$ cat src/rtl/pulse_train_controller.sv
// Programmable pulse-train scheduler: N pulses of HIGH cycles separated by LOW-cycle gaps,
// with a start/done handshake and abort. Every output is a flop or a decode of the state register.
module pulse_train_controller #(
    parameter int COUNT_WIDTH  = 8,
    parameter int LENGTH_WIDTH = 8
) (
    input  logic                    clock,
    input  logic                    resetn,
    input  logic                    start,
    input  logic [COUNT_WIDTH-1:0]  pulse_count,
    input  logic [LENGTH_WIDTH-1:0] high_length,
    input  logic [LENGTH_WIDTH-1:0] low_length,
    input  logic                    abort,
    output logic                    start_ready,
    output logic                    busy,
    output logic                    pulse_out,
    output logic [COUNT_WIDTH-1:0]  pulses_done,
    output logic                    done,
    output logic                    aborted
);

    typedef enum logic [1:0] {
        IDLE   = 2'd0,
        HIGH   = 2'd1,
        LOW    = 2'd2,
        FINISH = 2'd3
    } state_t;

    localparam logic [COUNT_WIDTH-1:0]  CNT_ONE   = COUNT_WIDTH'(1);
    localparam logic [LENGTH_WIDTH-1:0] PHASE_ONE = LENGTH_WIDTH'(1);

    state_t                  state_q, state_d;
    logic [COUNT_WIDTH-1:0]  count_cfg_q, count_cfg_d;
    logic [LENGTH_WIDTH-1:0] high_cfg_q, high_cfg_d;
    logic [LENGTH_WIDTH-1:0] low_cfg_q, low_cfg_d;
    logic [LENGTH_WIDTH-1:0] phase_q, phase_d;
    logic [COUNT_WIDTH-1:0]  pulses_done_q, pulses_done_d;
    logic                    aborted_q, aborted_d;
    logic                    pulse_q;

    // True when the pulse now finishing its high phase is the final one of the train.
    // Comparing against cfg-1 avoids the overflow a pulses_done+1 compare would hit at all-ones.
    function automatic logic is_last_pulse(input logic [COUNT_WIDTH-1:0] completed,
                                           input logic [COUNT_WIDTH-1:0] cfg);
        return completed == (cfg - CNT_ONE);
    endfunction

    always_comb begin
        state_d       = state_q;
        count_cfg_d   = count_cfg_q;
        high_cfg_d    = high_cfg_q;
        low_cfg_d     = low_cfg_q;
        phase_d       = phase_q;
        pulses_done_d = pulses_done_q;
        aborted_d     = aborted_q;

        case (state_q)
            IDLE: begin
                // Start wins over a coincident abort: abort is simply not looked at here.
                if (start) begin
                    count_cfg_d   = pulse_count;
                    high_cfg_d    = high_length;
                    low_cfg_d     = low_length;
                    pulses_done_d = '0;
                    aborted_d     = 1'b0;
                    if (pulse_count == '0 || high_length == '0) begin
                        state_d = FINISH;
                    end else begin
                        state_d = HIGH;
                        phase_d = high_length;
                    end
                end
            end

            HIGH: begin
                if (abort) begin
                    state_d   = FINISH;
                    aborted_d = 1'b1;
                end else if (phase_q == PHASE_ONE) begin
                    pulses_done_d = pulses_done_q + CNT_ONE;
                    if (is_last_pulse(pulses_done_q, count_cfg_q)) begin
                        state_d = FINISH;
                    end else if (low_cfg_q != '0) begin
                        state_d = LOW;
                        phase_d = low_cfg_q;
                    end else begin
                        phase_d = high_cfg_q;
                    end
                end else begin
                    phase_d = phase_q - PHASE_ONE;
                end
            end

            LOW: begin
                if (abort) begin
                    state_d   = FINISH;
                    aborted_d = 1'b1;
                end else if (phase_q == PHASE_ONE) begin
                    state_d = HIGH;
                    phase_d = high_cfg_q;
                end else begin
                    phase_d = phase_q - PHASE_ONE;
                end
            end

            FINISH: begin
                state_d = IDLE;
            end

            default: begin
                state_d = IDLE;
            end
        endcase
    end

    always_ff @(posedge clock) begin
        if (!resetn) begin
            state_q       <= IDLE;
            pulses_done_q <= '0;
            aborted_q     <= 1'b0;
            pulse_q       <= 1'b0;
        end else begin
            state_q       <= state_d;
            pulses_done_q <= pulses_done_d;
            aborted_q     <= aborted_d;
            pulse_q       <= (state_d == HIGH);
        end
    end

    // Configuration and phase counter are only meaningful once a start has loaded them.
    always_ff @(posedge clock) begin
        count_cfg_q <= count_cfg_d;
        high_cfg_q  <= high_cfg_d;
        low_cfg_q   <= low_cfg_d;
        phase_q     <= phase_d;
    end

    assign start_ready = (state_q == IDLE);
    assign busy        = (state_q == HIGH) || (state_q == LOW);
    assign done        = (state_q == FINISH);
    assign pulse_out   = pulse_q;
    assign pulses_done = pulses_done_q;
    assign aborted     = aborted_q;

endmodule

$ cat config.mk
export PLATFORM = sky130hd
export DESIGN_NAME = pulse_train_controller
export DESIGN_NICKNAME = d
export VERILOG_FILES = /design/src/rtl/pulse_train_controller.sv
export SDC_FILE = /design/constraint.sdc
export NUM_CORES = 1
export LEC_CHECK = 0
export CAP_MARGIN = 20
export CORE_MARGIN = 10
export CORE_UTILIZATION = 45
export DETAILED_ROUTE_END_ITERATION = 7
export GPL_ROUTABILITY_DRIVEN = 0
export PLACE_DENSITY_LB_ADDON = 0.3
export SYNTH_ARGS = -nofsm -noshare
export SYNTH_HDL_FRONTEND = slang
export SYNTH_SLANG_ARGS = --single-unit
$ cat constraint.sdc
create_clock -name clock -period 4.2 [get_ports clock]
set_clock_uncertainty 0.1 [all_clocks]
set_input_delay 1.26 -clock clock [delete_from_list [all_inputs] [get_ports clock]]
set_output_delay 1.26 -clock clock [all_outputs]
set_load 0.05 [all_outputs]
== Yosys cells after proc, flatten, opt, wreduce, memory -nomap -nowiden ==
Cells that the tools add are included.
Storage, ports and cells
  latch bits: 0
  input port bits: 28
  output and inout port bits: 13
  logic and storage cells: 63
  memories kept: 0
  flip-flop bits (word level): 44
  memory bits (read-only): 0
  RAM bits: 0
Operators by class
  add/subtract/negate cells: 3
  order comparisons: 0
  bitwise logic cells: 0
  $mul: 0
  div/mod/pow operators: 0
  reduce and logical (&&, ||, !) cells: 14
  muxes and demuxes: 25
  shifts and indexed selects: 0
  eq/ne operators: 13
Operator list (number)
  2-to-1 mux 8 bit: 11
  case mux 8 bit (3 select lines): 1
  zero test 8 bit: 2
  2-to-1 mux 2 bit: 8
  case mux 8 bit (2 select lines): 1
  subtractor 8 x 1 -> 8 bit (second input constant): 2
  inequality test 2 bit (second input constant): 5
  adder 8 x 1 -> 8 bit (second input constant): 1
  == test 8 x 1 -> 1 bit (second input constant): 1
  == test 8 bit: 1
  case mux 2 bit (4 select lines): 1
  nonzero test 8 bit: 1
  AND reduction 6 bit: 1
  == test 2 x 1 -> 1 bit (second input constant): 2
  == test 2 bit (second input constant): 2
  AND reduction 4 bit: 1
  nonzero test 2 bit: 2
  inequality test 3 bit (second input constant): 1
  AND reduction 3 bit: 1
  nonzero test 3 bit: 1
  zero test 2 bit: 1
  logical OR 1 bit: 2
  2-to-1 mux 1 bit: 2
  inequality test 2 x 1 -> 1 bit (second input constant): 1
  3 further kinds: 3

== Depth between registers and ports, before layout ==
  depth in word-level cells: 7
  depth in mapped cells: 10
  depth with buffers taken out: 8

== Least setup slack after synthesis ==
No wires, ideal clock.
  path type: input to register
  start: input abort
  end: register pulses_done_q[3] (netlist: pulses_done[3])
  buffers on the path: 0
  path slack: 1569 ps
  setup time: 128 ps
  cell stages on the path: 5
  required time: 3972 ps
  data arrival time: 2402 ps
  cell sequence: or4_4 > a21oi_4 > and4_1 > xnor2_1 > nor2_1
On the way
  cells in the longest elaborated chain, start to end: 2
Ends and longest elaborated chain
  start: declaration: line 13  | input logic abort,
  inequality test 2 bit (no line)
  AND reduction 4 bit (no line)
  end signal: assignment: line 124  | pulses_done_q <= pulses_done_d;
  end: declaration: line 37  | logic [COUNT_WIDTH-1:0] pulses_done_q, pulses_done_d;
No other way between the ends.
A chain may end at the register's enable or synchronous reset.

== Worst setup path in the final report ==
  start: register state_q[0]
  end: output busy
On the way
  cells in the longest elaborated chain, start to end: 2
  elaborated cells on any way between the ends: 3
  classes of those cells: 2 x eq/ne; 1 x reduce/logical
Ends and longest elaborated chain
  start: declaration: line 32  | state_t state_q, state_d;
  start signal: assignment: line 123  | state_q <= state_d;
  == test 2 x 1 -> 1 bit / == test 2 bit (equally long branches): line 139  | assign busy = (state_q == HIGH) || (state_q == LOW);
  logical OR 1 bit *: line 139
  end: declaration: line 15  | output logic busy,
Mark *: on every way between the ends. The rest lies on a longest branch, timed or not.

==> impl_table.tex <==
\begin{tabular}{lr}
\hline
Metric & Value \\
\hline
\multicolumn{2}{l}{\textbf{Outcome}} \\
\quad Outcome & finished, final reports clean \\
\multicolumn{2}{l}{\textbf{Setup path}} \\
\quad Maximum net fanout on the critical path & 6 \\
\quad Max incr delay on CP & 0.83 ns \\
\quad CP Data Required Time & 2.84 ns \\
\quad CP max stage cell & sky130\_fd\_sc\_hd\_\_clkdlybuf4s50\_1 \\
\quad Type of the setup path with the least slack & reg2out \\
\quad Buffering stage count on the worst path with inverters included & 2 \\
\quad Cell type group with the largest total delay on the critical path & buffers and inverters \\
\quad Cell breakdown of the critical path & inv\_1, ha\_1, clkdlybuf4s50\_1 \\
\quad Data arrival time at the worst-slack endpoint & 2.04 ns \\
\quad Critical Path Start Type & flop \\
\quad Endpoint class of the critical path & primary output \\
\multicolumn{2}{l}{\textbf{Power}} \\
\quad Power density normalized to cell area & 430.3 nW/um\^{}2 \\
\quad Static leakage & 0.001029 uW \\
\quad Peak supply drop & 0.2465 mV \\
\quad Sum of internal, switching and leakage power & 1304 uW \\
\multicolumn{2}{l}{\textbf{Detailed routing}} \\
\quad Remaining routing DRC violations & 0 \\
\quad Count of vias placed by the detailed router & 1979 \\
\quad Average wire per standard cell & 16.32 um \\
\quad Number of search-and-repair iterations in the first detailed-routing pass & 4 \\
\quad Number of vias per cell after detailed routing & 5.687 \\
\quad DRC violation total after the first TritonRoute iteration & 180 \\
\quad Final antenna-violating net count & 0 \\
\quad Wire length reported by the detailed router & 5.679 mm \\
\multicolumn{2}{l}{\textbf{Global routing}} \\
\quad Congestion Overflow GR & 0 \\
\quad Largest net degree at the start of global routing & 25 \\
\quad Via count of the first global-routing pass & 1866 \\
\quad Antenna violations before repair & 0 \\
\quad Global-route wire length before repair & 9.170 mm \\
\quad Global routing usage summed across all routing layers & 0.1300 \\
\multicolumn{2}{l}{\textbf{Synth}} \\
\quad Commonest cells post-synth & 32 x sky130\_fd\_sc\_hd\_\_edfxtp\_1, 19 x sky130\_fd\_sc\_hd\_\_nor2\_1, 14 x sky130\_fd\_sc\_hd\_\_inv\_1, 14 x sky130\_fd\_sc\_hd\_\_nand2\_1 \\
\quad Number of flops mapped to enable cells by yosys & 32 \\
\quad Netlist Area Pre-Place & 2450 sq um \\
\quad Cells taking the most area after synthesis & sky130\_fd\_sc\_hd\_\_edfxtp\_1 39\%, sky130\_fd\_sc\_hd\_\_dfxtp\_1 9.8\%, sky130\_fd\_sc\_hd\_\_ha\_1 4.1\% \\
\quad Most used flip-flop cell after synthesis & sky130\_fd\_sc\_hd\_\_edfxtp\_1 \\
\quad Synth Area per Inst & 10.38 sq um \\
\quad Share of async-settable or async-resettable flops after synthesis & 0 \\
\quad Net count after synthesis & 272 \\
\quad Synth unique cells & 51 \\
\quad Register bit total from synthesis & 44 \\
\quad Sequential-to-total area share from yosys stat & 0.4903 \\
\quad Fraction of synthesized cell area taken by the top area cell type & 0.3922 \\
\quad YS warnings & 0 \\
\quad Cell type contributing the most total cell area after synthesis & sky130\_fd\_sc\_hd\_\_edfxtp\_1 \\
\quad Cell with the most instances after synthesis & sky130\_fd\_sc\_hd\_\_edfxtp\_1 \\
\quad Instance count of the mapped netlist & 236 \\
\multicolumn{2}{l}{\textbf{Floorplan}} \\
\quad Die footprint & 8796 sq um \\
\quad I/O pins & 41 \\
\quad FP Rows & 26 \\
\quad Die Span Y & 93.79 um \\
\quad Initial cell density of the core & 0.4707 \\
\quad Horizontal die dimension & 93.79 um \\
\quad Core area & 5205 sq um \\
\multicolumn{2}{l}{\textbf{Finish}} \\
\quad Multi-input gate area in the final layout & 1157 sq um \\
\quad Fraction of final layout cells sized beyond drive strength 1 & 0.06835 \\
\quad \# nets final & 313 \\
\quad N\_diodes & 0 \\
\quad Fill cell instance count of the final layout & 452 \\
\quad Sequential cell area in the final layout & 1201 sq um \\
\quad Syn-to-layout area delta & 23.65\% \\
\multicolumn{2}{l}{\textbf{STA}} \\
\quad Setup slack of the critical path after layout & 0.7962 ns \\
\quad Number of pins exceeding their max-slew limit in the final report & 0 \\
\quad Total negative slack & 0 ns \\
\quad Final critical-path share of the clock period & 0.8104 \\
\quad Min cycle time layout & 3.404 ns \\
\quad Worst slew margin & 0.5283 \\
\quad F\_max & 0.2938 GHz \\
\quad Setup repair after global routing missed its margin & no \\
\quad Slew @ Worst Pin & 0.7075 ns \\
\quad Final setup violation count & 0 \\
\quad Final hold violations & 0 \\
\quad Post-Route Hold Slack & 0.4371 ns \\
\multicolumn{2}{l}{\textbf{CTS}} \\
\quad \# hold bufs at CTS & 0 \\
\quad CTS sink cnt & 44 \\
\quad Maximum clock path buffer count & 2 \\
\quad Post-CTS Setup Repair Bufs & 0 \\
\quad Clock H-tree levels & 2 \\
\quad CTS Root Cell & sky130\_fd\_sc\_hd\_\_clkbuf\_8 \\
\quad PostCTS Resize Cnt & 0 \\
\quad TritonCTS clock tree & built \\
\quad Clock-pin slew on the worst setup and hold paths & 0.09 ns \\
\quad Clock network latency to the later pin of the worst-skew pair & 0.31 ns \\
\quad Total CTS buffers & 5 \\
\multicolumn{2}{l}{\textbf{Run}} \\
\quad Max-cap violations & 0 \\
\multicolumn{2}{l}{\textbf{Hold path}} \\
\quad Type of the most critical hold path & reg2reg \\
\multicolumn{2}{l}{\textbf{Placed design}} \\
\quad Pre-CTS setup slack & 0.9497 ns \\
\quad Detailed Place HPWL & 4.304 mm \\
\quad \# port buffers & 40 \\
\hline
\end{tabular}
-- flip-flops by register name, summed over array words and instances (netlist names) --
name and flops:
pulses_done 8, state_q 2, low_cfg_q 8, aborted 1
high_cfg_q 8, phase_q 8, pulse_out 1, count_cfg_q 8
-- worst min-delay path, delay by kind of cell (launching register included) --
kind               cells  cell delay (ns)
AOI/OAI and AO/OA      1             0.11
DFF                    1             0.33
and+or+nand+nor        1             0.05
-- layout make-up --
class	count	area share
Tap cell	70	0.02891
Timing Repair Buffer	42	0.1371
Clock inverter	3	0.01528
Inverter	14	0.01735
Sequential cell	44	0.3965
Clock buffer	5	0.02272
Multi-Input combinational cell	170	0.3821
-- layer usage --
metal  GRT usage  vias up  part of all wire
li1            -      969                 -
met1      0.1680      929              0.46
met2      0.1964       74              0.45
met3     0.04956        7             0.079
met4     0.03797        0             0.013
met5           0        -                 0
-- path summary, 6_finish.rpt --
path | cells after the start | endpoint | slack, ns | start
max reg2reg | 6 | phase_q[2] | 1.41 | low_cfg_q[6]
min reg2reg | 2 | aborted | 0.44 | aborted
min | 2 | aborted | 0.44 | aborted
max | 3 | busy | 0.80 | state_q[0]
-- placed cells by master, fill, tap and decap left out, types with 7 or more instances in the layout --
cell	netlist	layout
sky130_fd_sc_hd__a21oi_1	13	13
sky130_fd_sc_hd__clkdlybuf4s50_1	0	40
sky130_fd_sc_hd__nor4_1	7	7
sky130_fd_sc_hd__inv_1	14	14
sky130_fd_sc_hd__edfxtp_1	32	32
sky130_fd_sc_hd__dfxtp_1	12	12
sky130_fd_sc_hd__o21ai_0	13	13
sky130_fd_sc_hd__ha_1	8	8
sky130_fd_sc_hd__nor2_1	19	19
sky130_fd_sc_hd__xor2_1	9	9
sky130_fd_sc_hd__xnor2_1	11	11
sky130_fd_sc_hd__nor3_1	8	8
sky130_fd_sc_hd__nand2_1	14	14
sky130_fd_sc_hd__nand3_1	7	7
-- stage by stage --
step	util	area, sq um	cells
floorplan	-	2450	236
global placement	0.5599	2914	340
detailed placement	0.5599	2914	340
CTS	0.5820	3029	348
global route	0.5820	3029	348
finish	0.5820	3029	348
-- where the power goes --
part | internal, uW | switching, uW
sequential | 544 | 54.4
clock | 179 | 161
combinational | 147 | 218
total | 870 | 433
-- cell families after synthesis --
| family | Yosys count | share of synthesized area |
|---|---|---|
| flip-flops | 44 | 0.4903 |
| buffers and inverters | 22 | 0.03728 |
| AND/OR/NAND/NOR | 83 | 0.1849 |
| adder cells (fa/ha/maj) | 8 | 0.04086 |
| multiplexers | 4 | 0.01787 |
| XOR/XNOR | 20 | 0.07150 |
| AO/OA/AOI/OAI | 55 | 0.1573 |
Power figures use the tool's default switching activity.
